$ cat src/rtl/csc_rgb2ycbcr.sv
// csc_rgb2ycbcr: four-stage pipelined RGB to YCbCr converter for the HDMI path.
// DW-bit components, BT.601/BT.709 matrices, full or limited output range,
// round-to-nearest and saturation. The matrix and range selection is latched on
// the rising edge of vsync. Each pixel carries the mode it was sampled with, so
// all three of its channels use the same coefficient set.
`timescale 1ns/1ps

module csc_rgb2ycbcr #(
  parameter int DW     = 8,
  parameter int COEF_W = 18,
  parameter int FRAC   = 16
) (
  input  logic          clk,
  input  logic          rst_n,
  input  logic [DW-1:0] r,
  input  logic [DW-1:0] g,
  input  logic [DW-1:0] b,
  input  logic          hdmi_hs_in,
  input  logic          hdmi_vs_in,
  input  logic          de_in,
  input  logic          std_sel,
  input  logic          range_sel,
  output logic [DW-1:0] y,
  output logic [DW-1:0] cb,
  output logic [DW-1:0] cr,
  output logic          hdmi_hs_out,
  output logic          hdmi_vs_out,
  output logic          de_out,
  output logic [1:0]    mode_active
);

  // A product holds a zero-extended component times a signed coefficient.
  // The channel sum adds two guard bits so that three products plus the
  // offset and the rounding constant cannot overflow.
  localparam int PW = DW + 1 + COEF_W;
  localparam int SW = PW + 2;

  localparam logic signed [SW-1:0] OFF_Y_LIM = SW'(16 << (DW - 8)) <<< FRAC;
  localparam logic signed [SW-1:0] OFF_C     = SW'(1 << (DW - 1)) <<< FRAC;
  localparam logic signed [SW-1:0] RND       = SW'(1) <<< (FRAC - 1);
  localparam logic signed [SW-1:0] MAX_V     = SW'((1 << DW) - 1);

  // Coefficient for set setIdx ({range, std}) and position idx
  // (Y:r,g,b, Cb:r,g,b, Cr:r,g,b), rounded to nearest, half away from zero.
  // The limited-range scaling is applied before rounding.
  function automatic int coefVal(input int setIdx, input int idx);
    real base;
    real scale;
    real v;
    bit  isBt709;
    bit  isLimited;
    isBt709   = (setIdx % 2) != 0;
    isLimited = (setIdx / 2) != 0;
    case (idx)
      0:       base = isBt709 ?  0.2126   :  0.299;
      1:       base = isBt709 ?  0.7152   :  0.587;
      2:       base = isBt709 ?  0.0722   :  0.114;
      3:       base = isBt709 ? -0.114572 : -0.168736;
      4:       base = isBt709 ? -0.385428 : -0.331264;
      5:       base = 0.5;
      6:       base = 0.5;
      7:       base = isBt709 ? -0.454153 : -0.418688;
      8:       base = isBt709 ? -0.045847 : -0.081312;
      default: base = 0.0;
    endcase
    if (isLimited) begin
      scale = (idx < 3) ? (219.0 / 255.0) : (224.0 / 255.0);
    end else begin
      scale = 1.0;
    end
    v = base * scale;
    for (int i = 0; i < FRAC; i++) begin
      v = v * 2.0;
    end
    if (v >= 0.0) begin
      return $rtoi(v + 0.5);
    end
    return -$rtoi(0.5 - v);
  endfunction

  // The four coefficient sets are fixed when the design is built.
  logic signed [COEF_W-1:0] coefTab [4][9];

  for (genvar gs = 0; gs < 4; gs++) begin : g_set
    for (genvar gi = 0; gi < 9; gi++) begin : g_coef
      localparam int KV = coefVal(gs, gi);
      assign coefTab[gs][gi] = KV[COEF_W-1:0];
    end
  end

  // Mode register and the previous vsync level used to find its rising edge.
  logic [1:0] mode_q;
  logic [1:0] mode_d;
  logic       vsPrev_q;

  // Stage 1: sampled pixel, syncs {hs, vs, de}, per-pixel mode tag.
  logic [DW-1:0] s1R_q, s1G_q, s1B_q;
  logic [2:0]    s1Sync_q;
  logic [1:0]    s1Tag_q;
  logic          s1V_q;

  // Stage 2: nine products.
  logic signed [DW:0]   compS  [3];
  logic signed [PW-1:0] prod_d [9];
  logic signed [PW-1:0] prod_q [9];
  logic [2:0]           s2Sync_q;
  logic [1:0]           s2Tag_q;
  logic                 s2V_q;

  // Stage 3: per-channel sums including offset and rounding constant.
  logic signed [SW-1:0] offY;
  logic signed [SW-1:0] sum_d [3];
  logic signed [SW-1:0] sum_q [3];
  logic [2:0]           s3Sync_q;
  logic                 s3V_q;

  // Stage 4: shifted, saturated outputs.
  logic signed [SW-1:0] shifted [3];
  logic [DW-1:0]        pix_d   [3];
  logic [DW-1:0]        pix_q   [3];
  logic [2:0]           s4Sync_q;

  // A new selection is taken only on the rising edge of vsync.
  always_comb begin
    mode_d = mode_q;
    if (hdmi_vs_in && !vsPrev_q) begin
      mode_d = {range_sel, std_sel};
    end
  end

  // Mode register and vsync edge detector.
  always_ff @(posedge clk or negedge rst_n) begin
    if (!rst_n) begin
      mode_q   <= 2'b00;
      vsPrev_q <= 1'b0;
    end else begin
      mode_q   <= mode_d;
      vsPrev_q <= hdmi_vs_in;
    end
  end

  // Stage 1 samples the pixel with the mode in force before this edge, so a
  // pixel sampled on the vsync edge still uses the old mode.
  always_ff @(posedge clk or negedge rst_n) begin
    if (!rst_n) begin
      s1R_q    <= '0;
      s1G_q    <= '0;
      s1B_q    <= '0;
      s1Sync_q <= '0;
      s1Tag_q  <= '0;
      s1V_q    <= 1'b0;
    end else begin
      s1R_q    <= r;
      s1G_q    <= g;
      s1B_q    <= b;
      s1Sync_q <= {hdmi_hs_in, hdmi_vs_in, de_in};
      s1Tag_q  <= mode_q;
      s1V_q    <= 1'b1;
    end
  end

  // Components are made signed by zero extension, then multiplied by the
  // coefficients of the set named by the pixel's own tag.
  always_comb begin
    compS[0] = $signed({1'b0, s1R_q});
    compS[1] = $signed({1'b0, s1G_q});
    compS[2] = $signed({1'b0, s1B_q});
    for (int i = 0; i < 9; i++) begin
      prod_d[i] = PW'(compS[i % 3]) * PW'(coefTab[s1Tag_q][i]);
    end
  end

  // Stage 2 register.
  always_ff @(posedge clk or negedge rst_n) begin
    if (!rst_n) begin
      for (int i = 0; i < 9; i++) begin
        prod_q[i] <= '0;
      end
      s2Sync_q <= '0;
      s2Tag_q  <= '0;
      s2V_q    <= 1'b0;
    end else begin
      prod_q   <= prod_d;
      s2Sync_q <= s1Sync_q;
      s2Tag_q  <= s1Tag_q;
      s2V_q    <= s1V_q;
    end
  end

  // Per-channel sum. Only the luma offset depends on the range; the chroma
  // offset is mid-scale in both ranges.
  always_comb begin
    offY = s2Tag_q[1] ? OFF_Y_LIM : '0;
    sum_d[0] = SW'(prod_q[0]) + SW'(prod_q[1]) + SW'(prod_q[2]) + offY  + RND;
    sum_d[1] = SW'(prod_q[3]) + SW'(prod_q[4]) + SW'(prod_q[5]) + OFF_C + RND;
    sum_d[2] = SW'(prod_q[6]) + SW'(prod_q[7]) + SW'(prod_q[8]) + OFF_C + RND;
  end

  // Stage 3 register.
  always_ff @(posedge clk or negedge rst_n) begin
    if (!rst_n) begin
      for (int i = 0; i < 3; i++) begin
        sum_q[i] <= '0;
      end
      s3Sync_q <= '0;
      s3V_q    <= 1'b0;
    end else begin
      sum_q    <= sum_d;
      s3Sync_q <= s2Sync_q;
      s3V_q    <= s2V_q;
    end
  end

  // Drop the fraction and clamp to the code range. Stages that hold only the
  // reset state produce 0 rather than the offset of a black pixel, so the
  // outputs stay 0 until real data arrives after reset.
  always_comb begin
    for (int i = 0; i < 3; i++) begin
      shifted[i] = sum_q[i] >>> FRAC;
      pix_d[i]   = '0;
      if (s3V_q) begin
        if (shifted[i][SW-1]) begin
          pix_d[i] = '0;
        end else if (shifted[i] > MAX_V) begin
          pix_d[i] = MAX_V[DW-1:0];
        end else begin
          pix_d[i] = shifted[i][DW-1:0];
        end
      end
    end
  end

  // Stage 4 output register.
  always_ff @(posedge clk or negedge rst_n) begin
    if (!rst_n) begin
      for (int i = 0; i < 3; i++) begin
        pix_q[i] <= '0;
      end
      s4Sync_q <= '0;
    end else begin
      pix_q    <= pix_d;
      s4Sync_q <= s3Sync_q;
    end
  end

  assign y           = pix_q[0];
  assign cb          = pix_q[1];
  assign cr          = pix_q[2];
  assign hdmi_hs_out = s4Sync_q[2];
  assign hdmi_vs_out = s4Sync_q[1];
  assign de_out      = s4Sync_q[0];
  assign mode_active = mode_q;

endmodule

$ cat config.mk
export PLATFORM = sky130hd
export DESIGN_NAME = csc_rgb2ycbcr
export DESIGN_NICKNAME = d
export VERILOG_FILES = /design/src/rtl/csc_rgb2ycbcr.sv
export SDC_FILE = /design/constraint.sdc
export NUM_CORES = 2
export LEC_CHECK = 0
export ABC_AREA = 1
export BUFFER_PORTS_ARGS = -buffer_cell sky130_fd_sc_hd__buf_4
export CAP_MARGIN = 10
export CORE_MARGIN = 3
export CORE_UTILIZATION = 25
export CTS_CLUSTER_DIAMETER = 40
export DETAILED_ROUTE_END_ITERATION = 7
export PLACE_DENSITY_LB_ADDON = 0.12
export REMOVE_ABC_BUFFERS = 1
export SYNTH_ARGS = -nofsm -noshare
export SYNTH_HDL_FRONTEND = slang
export SYNTH_SLANG_ARGS = --single-unit
export TNS_END_PERCENT = 50
$ cat constraint.sdc
create_clock -name clk -period 5.8 [get_ports clk]
set_input_delay 1.16 -clock clk [delete_from_list [all_inputs] [get_ports clk]]
set_output_delay 1.16 -clock clk [all_outputs]
set_load 0.01 [all_outputs]
======== Word-level counts from Yosys, hierarchy flattened ========
Cells that the tools add are included.
W data, S select, Z words.
operators by class
  reduce and logical (&&, ||, !) cells .... 2
  order comparisons ....................... 4
  multiply operators ...................... 9
  bitwise gates (word level) .............. 1
  add/sub/neg operators ................... 12
  mux-type cells .......................... 13
operators by type and width
  cell                      number
  $bmux W162 S2             1
  $mux W162                 2
  $mul A9 B18 Y27           9
  $add A28 B27 Y29          3
  $add A29 B17 Y29 const B  3
  $add A27 B27 Y28          3
  $mux W8                   9
  $add A29 B25 Y29 const B  2
  $gt A13 B9 Y1 const B     3
  $add A29 B22 Y29          1
  $mux W21                  1
  $ge A3 B3 Y1 const B      1
  $not A2 Y3                1
  $logic_and A1 B1 Y1       1
  $logic_not A1 Y1          1
word-level totals
  word-level logic and storage cells ...... 70
  bits in registers ....................... 400
  output and inout bits ................... 29
  input bits .............................. 31

======== Logic depth before layout (Yosys ltp) ========
  depth in word-level cells ............... 5
  gate-level depth with buffers ........... 30
  gate-level depth less buffers ........... 25

======== Worst setup path before layout ========
OpenSTA, ideal clock, no wires.
  path kind ............................... reg-to-reg
  start point ............................. register s1Tag_q[1]
  end point ............................... register prod_q[177] (netlist bit)
  data required time ...................... 5.676 ns
  path slack .............................. 0.428 ns
  path buffers ............................ 5
  setup time .............................. 0.124 ns
  arrival time ............................ 5.248 ns
  period minus slack after synthesis ...... 5.372 ns
  stages on the path, launching flop included .. 25
  cell sequence ........................... dfrtp_1 buf_2 buf_2 buf_1 inv_1 ha_1 buf_2 clkbuf_1 nor2_1 inv_1 fa_1 inv_1 fa_1 fa_1 inv_1 fa_1 inv_1 ha_1 a21oi_1 nor2_1 nor2_1 nand2_1 nand3_1 nand2_1 xor2_1
RTL lines
  item                    RTL line  source
  from (decl)             99        logic [1:0] s1Tag_q;
  from (signal assigned)  157       s1Tag_q <= mode_q;
  to (signal assigned)    183       prod_q <= prod_d;
  to (decl)               105       logic signed [PW-1:0] prod_q [9];

==> impl_results.html <==
<table>
<tr><th>Metric</th><th>Value</th></tr>
<tr><th colspan="2">Worst setup path</th></tr>
<tr><td>Data arrival at the endpoint of the critical path</td><td>6020 ps</td></tr>
<tr><td>Cell count of the worst reg-to-reg path</td><td>20</td></tr>
<tr><td>Max incr delay on CP</td><td>about 590 ps</td></tr>
<tr><td>Crit-path slowest cell</td><td>fa_1</td></tr>
<tr><td>End of the critical path</td><td>prod_q[53]</td></tr>
<tr><td>Startpoint kind of the worst setup timing path</td><td>register</td></tr>
<tr><td>First element of the critical path</td><td>s1Tag_q[0]</td></tr>
<tr><td>Critical Path, Cell by Cell</td><td>buf_12 -&gt; ha_1 -&gt; buf_4 -&gt; nand2_1 -&gt; inv_1 -&gt; fa_1 -&gt; fa_1 -&gt; fa_1 -&gt; inv_1 -&gt; fa_1 -&gt; inv_1 -&gt; ha_1 -&gt; a21oi_1 -&gt; nor2_1 -&gt; nor2_2 -&gt; o21ai_0 -&gt; nand2_1 -&gt; nand3_1 -&gt; nand2_1 -&gt; nand2_1</td></tr>
<tr><td>FF-to-FF Start</td><td>s1Tag_q[0]</td></tr>
<tr><td>Critical Path RT</td><td>~6400 ps</td></tr>
<tr><td>Type of the setup path with the least slack</td><td>reg -&gt; reg</td></tr>
<tr><td>Worst Setup End Kind</td><td>register</td></tr>
<tr><td>Register-to-Register Setup Slack</td><td>360 ps</td></tr>
<tr><td>Endpoint of the lowest-slack register-to-register path</td><td>prod_q[53]</td></tr>
<tr><td>Worst-path fanout max</td><td>26</td></tr>
<tr><th colspan="2">Layout</th></tr>
<tr><td>Fill cells</td><td>around 21000</td></tr>
<tr><td>Fraction of layout instances using a drive strength above 1</td><td>0.0657</td></tr>
<tr><td>Synthesis-to-finish area growth</td><td>15.8%</td></tr>
<tr><td>Final net count</td><td>approximately 7500</td></tr>
<tr><th colspan="2">Timing</th></tr>
<tr><td>Worst slew pin tran</td><td>1280 ps</td></tr>
<tr><td>Setup slack after layout</td><td>about 360 ps</td></tr>
<tr><td>Final slew viol count</td><td>0</td></tr>
<tr><td>RSZ-0062 raised after global routing</td><td>false</td></tr>
<tr><td>Headroom to the max-slew limit</td><td>0.140</td></tr>
<tr><td>Max Clk Rate</td><td>0.184 GHz</td></tr>
<tr><td>Final setup violation count</td><td>0</td></tr>
<tr><td>Post-layout minimum cycle time</td><td>5440 ps</td></tr>
<tr><td>Final number of hold-violating endpoints</td><td>0</td></tr>
<tr><td>Total negative slack</td><td>0 ps</td></tr>
<tr><td>Worst Clk Skew</td><td>28.4 ps</td></tr>
<tr><td>Period Utilization, post-route</td><td>0.939</td></tr>
<tr><th colspan="2">Placement</th></tr>
<tr><td>Final weighted congestion in routability-driven placement</td><td>0.935</td></tr>
<tr><td>Number of buffers added on ports</td><td>59</td></tr>
<tr><td>Setup slack at placement</td><td>373 ps</td></tr>
<tr><td>Placed wire-length estimate</td><td>149 mm</td></tr>
<tr><th colspan="2">Job</th></tr>
<tr><td>Max-cap violation count</td><td>0</td></tr>
<tr><th colspan="2">Global routing</th></tr>
<tr><td>Met3 GRT Util</td><td>0.0329</td></tr>
<tr><td>Global routing met1 resource utilization</td><td>0.239</td></tr>
<tr><td>Routing usage on met2</td><td>0.289</td></tr>
<tr><td>Initial antenna violation count</td><td>10</td></tr>
<tr><td>Pin count of the biggest net entering global routing</td><td>111</td></tr>
<tr><td>Leftover overflow at the end of global routing</td><td>0</td></tr>
<tr><td>Number of global-route vias before repair</td><td>41100</td></tr>
<tr><td>Busiest layer in global routing</td><td>met2</td></tr>
<tr><td>First-pass GRT wire length</td><td>between 200 and 300 mm</td></tr>
<tr><td>Overall Global Routing Usage</td><td>0.176</td></tr>
<tr><th colspan="2">CTS</th></tr>
<tr><td>Root buf cell</td><td>clkbuf_16</td></tr>
<tr><td>Number of CTS-inserted buffers</td><td>84</td></tr>
<tr><td>Reg clk slew, reported paths</td><td>around 40 ps</td></tr>
<tr><td>Maximum buffer depth of the clock tree</td><td>3</td></tr>
<tr><td>Sink count of the clock tree</td><td>330</td></tr>
<tr><td>Clock H-tree levels</td><td>3</td></tr>
<tr><td>Clk Latency, worst-skew pair</td><td>about 700 ps</td></tr>
<tr><td>Number of post-CTS setup repair buffers</td><td>0</td></tr>
<tr><td>CTS tree</td><td>done</td></tr>
<tr><th colspan="2">Floorplanning</th></tr>
<tr><td>Total Die Area</td><td>196000 um2</td></tr>
<tr><td>Overall die height</td><td>443 um</td></tr>
<tr><td>Number of top-level design ports</td><td>60</td></tr>
<tr><td>Width of the die</td><td>roughly 440 um</td></tr>
<tr><td>Area of the core</td><td>between 150000 and 200000 um2</td></tr>
<tr><td>Std-Cell Rows</td><td>159</td></tr>
<tr><td>Starting density of the core</td><td>0.253</td></tr>
<tr><th colspan="2">Status</th></tr>
<tr><td>Run status</td><td>finished clean</td></tr>
<tr><th colspan="2">Yosys</th></tr>
<tr><td>Async set or reset register ratio after synthesis</td><td>1.00</td></tr>
<tr><td>Synthesis-stage register bit count</td><td>330</td></tr>
<tr><td>Yosys warnings</td><td>0</td></tr>
<tr><td>Top_reg_cell synth</td><td>dfrtp_1</td></tr>
<tr><td>Fraction of the yosys area taken by sequential cells</td><td>0.173</td></tr>
<tr><td>Number of synthesized flops with an enable pin</td><td>0</td></tr>
<tr><td>Average size of a mapped cell</td><td>roughly 8.1 um2</td></tr>
<tr><td>Count of cell types in the netlist</td><td>46</td></tr>
<tr><td>Post-Synthesis Cells</td><td>5891</td></tr>
<tr><td>Summed instance area of the synthesized netlist</td><td>between 40000 and 50000 um2</td></tr>
<tr><th colspan="2">Hold path</th></tr>
<tr><td>Hold WC Path Type</td><td>reg -&gt; reg</td></tr>
<tr><th colspan="2">Detailed routing</th></tr>
<tr><td>Vias after detailed routing</td><td>38200</td></tr>
<tr><td>Wirelength, routed</td><td>171 mm</td></tr>
<tr><td>Average wire length per cell after detail routing</td><td>19.6 um</td></tr>
<tr><td>Detailed-routing iteration count for the pre-antenna-repair pass</td><td>7</td></tr>
<tr><td>Number of DRC violations after detailed routing</td><td>0</td></tr>
<tr><td>Drt via density</td><td>4.38</td></tr>
<tr><td>Antenna Violating Nets Remaining</td><td>0</td></tr>
<tr><td>Iteration-0 DRC count of the detailed router</td><td>2145</td></tr>
</table>
-- routing by layer --
metal  vias up  share of wire
met1     18800           0.46
li1      18500              -
met5         -              0
met3       164          0.051
met2       747           0.46
met4         0          0.024
-- synth_stat cells (6+ instances only) --
cell type	instances	area (um2)
a21boi_0	6	45.0
a21o_1	35	263
a21oi_1	270	1350
and2_1	12	75.1
buf_1	10	37.5
buf_2	24	120
clkbuf_1	31	116
clkinv_1	6	22.5
dfrtp_1	330	8260
fa_1	634	12700
ha_1	662	8280
inv_1	1474	5530
nand2_1	1145	4300
nand3_1	190	951
nand4_1	82	513
nor2_1	475	1780
nor3_1	43	215
nor4_1	8	50.1
o21a_1	8	60.1
o21ai_0	156	781
o21bai_1	57	428
xnor2_1	38	333
xor2_1	129	1130
-- stage by stage --
| stage | hold slack [ps] | instances | cell area, um2 | util |
|---|---|---|---|---|
| after floorplan | 331 | 5834 | 47500 | - |
| after global placement | 331 | 8551 | 52400 | 0.277 |
| after detailed placement | 335 | 8551 | 52400 | 0.277 |
| after CTS | 316 | 8706 | 55300 | 0.293 |
| after global routing | 342 | 8708 | 55400 | 0.293 |
| final | 343 | 8712 | 55400 | 0.293 |
-- state kept, by name, summed over array words and instances, names as in the netlist, 3 cells and up --
| register | count |
|---|---|
| s2Sync_q | 3 |
| s3Sync_q | 3 |
| shifted | 37 |
| s1G_q | 8 |
| s1R_q | 8 |
| y | 8 |
| cb | 8 |
| s1Sync_q | 3 |
| cr | 8 |
| prod_q | 225 |
| s4Sync_q | 3 |
| s1B_q | 8 |
-- placed cells by master (no fill, tap or decap), drive strengths merged, types with 12 or more instances in the layout --
cell type / instances
inv: 1490
nand2: 1148
ha: 662
fa: 634
nor2: 481
dfrtp: 330
a21oi: 270
buf: 222
nand3: 190
o21ai: 163
xor2: 129
clkbuf: 95
nand4: 82
o21bai: 57
nor3: 45
xnor2: 38
a21o: 35
clkinv: 29
clkinvlp: 18
conb: 15
and2: 12
-- layout make-up --
type,instances,area (um2),share of cell area
diodes,6,15.0,0.000271
inverters,1485,5570,0.101
well taps,2495,3120,0.0564
repair buffers,222,1770,0.0319
multi-input cells,4019,33700,0.609
clock inverters,60,701,0.0127
clock buffers,95,2220,0.0402
flip-flops and latches,330,8260,0.149
-- critical path, delay by kind of cell, from the launching register on --
kind / cells / cell delay [ps]
adder cells (fa/ha/maj): 6 / 2740
AND/OR/NAND/NOR: 7 / 800
buffers and inverters: 5 / 960
flip-flops: 1 / 390
AO/OA/AOI/OAI: 2 / 400
-- kinds of logic (layout without fill, tap and decap cells) --
family	Yosys count	after routing	synth area share
AOI/OAI and AO/OA	555	555	0.0648
xor gates and xnor gates	167	167	0.0306
adders and majority gates	1296	1296	0.439
buffers and inverters	1555	1862	0.123
DFF	330	330	0.173
muxes	2	2	0.000471
other	2	21	0.000157
and+or+nand+nor	1984	1984	0.169
-- how the worst min path moves through the flow --
stage / to / from / depth (start not counted) / slack, ps
finish: s4Sync_q[1] / s3Sync_q[1] / 0 / 340
global route: s1B_q[5] / rst_n / 1 / 340
CTS: s1B_q[5] / rst_n / 1 / 320
detailed placement: s2Sync_q[2] / s1Sync_q[2] / 0 / 330
global placement: s3Sync_q[1] / s2Sync_q[1] / 0 / 330
floorplan: s2Sync_q[0] / s1Sync_q[0] / 0 / 330
-- repair_timing --
action,4_1_cts,5_1_grt
hold buffers,0,0
setup endpoints to repair,0,2
gates resized for setup,0,2
endpoints found under the hold margin,0,0
Power is left out: the tool's default activity adds up to more than one toggle a clock period on the data nets, which glitch-free logic cannot reach.
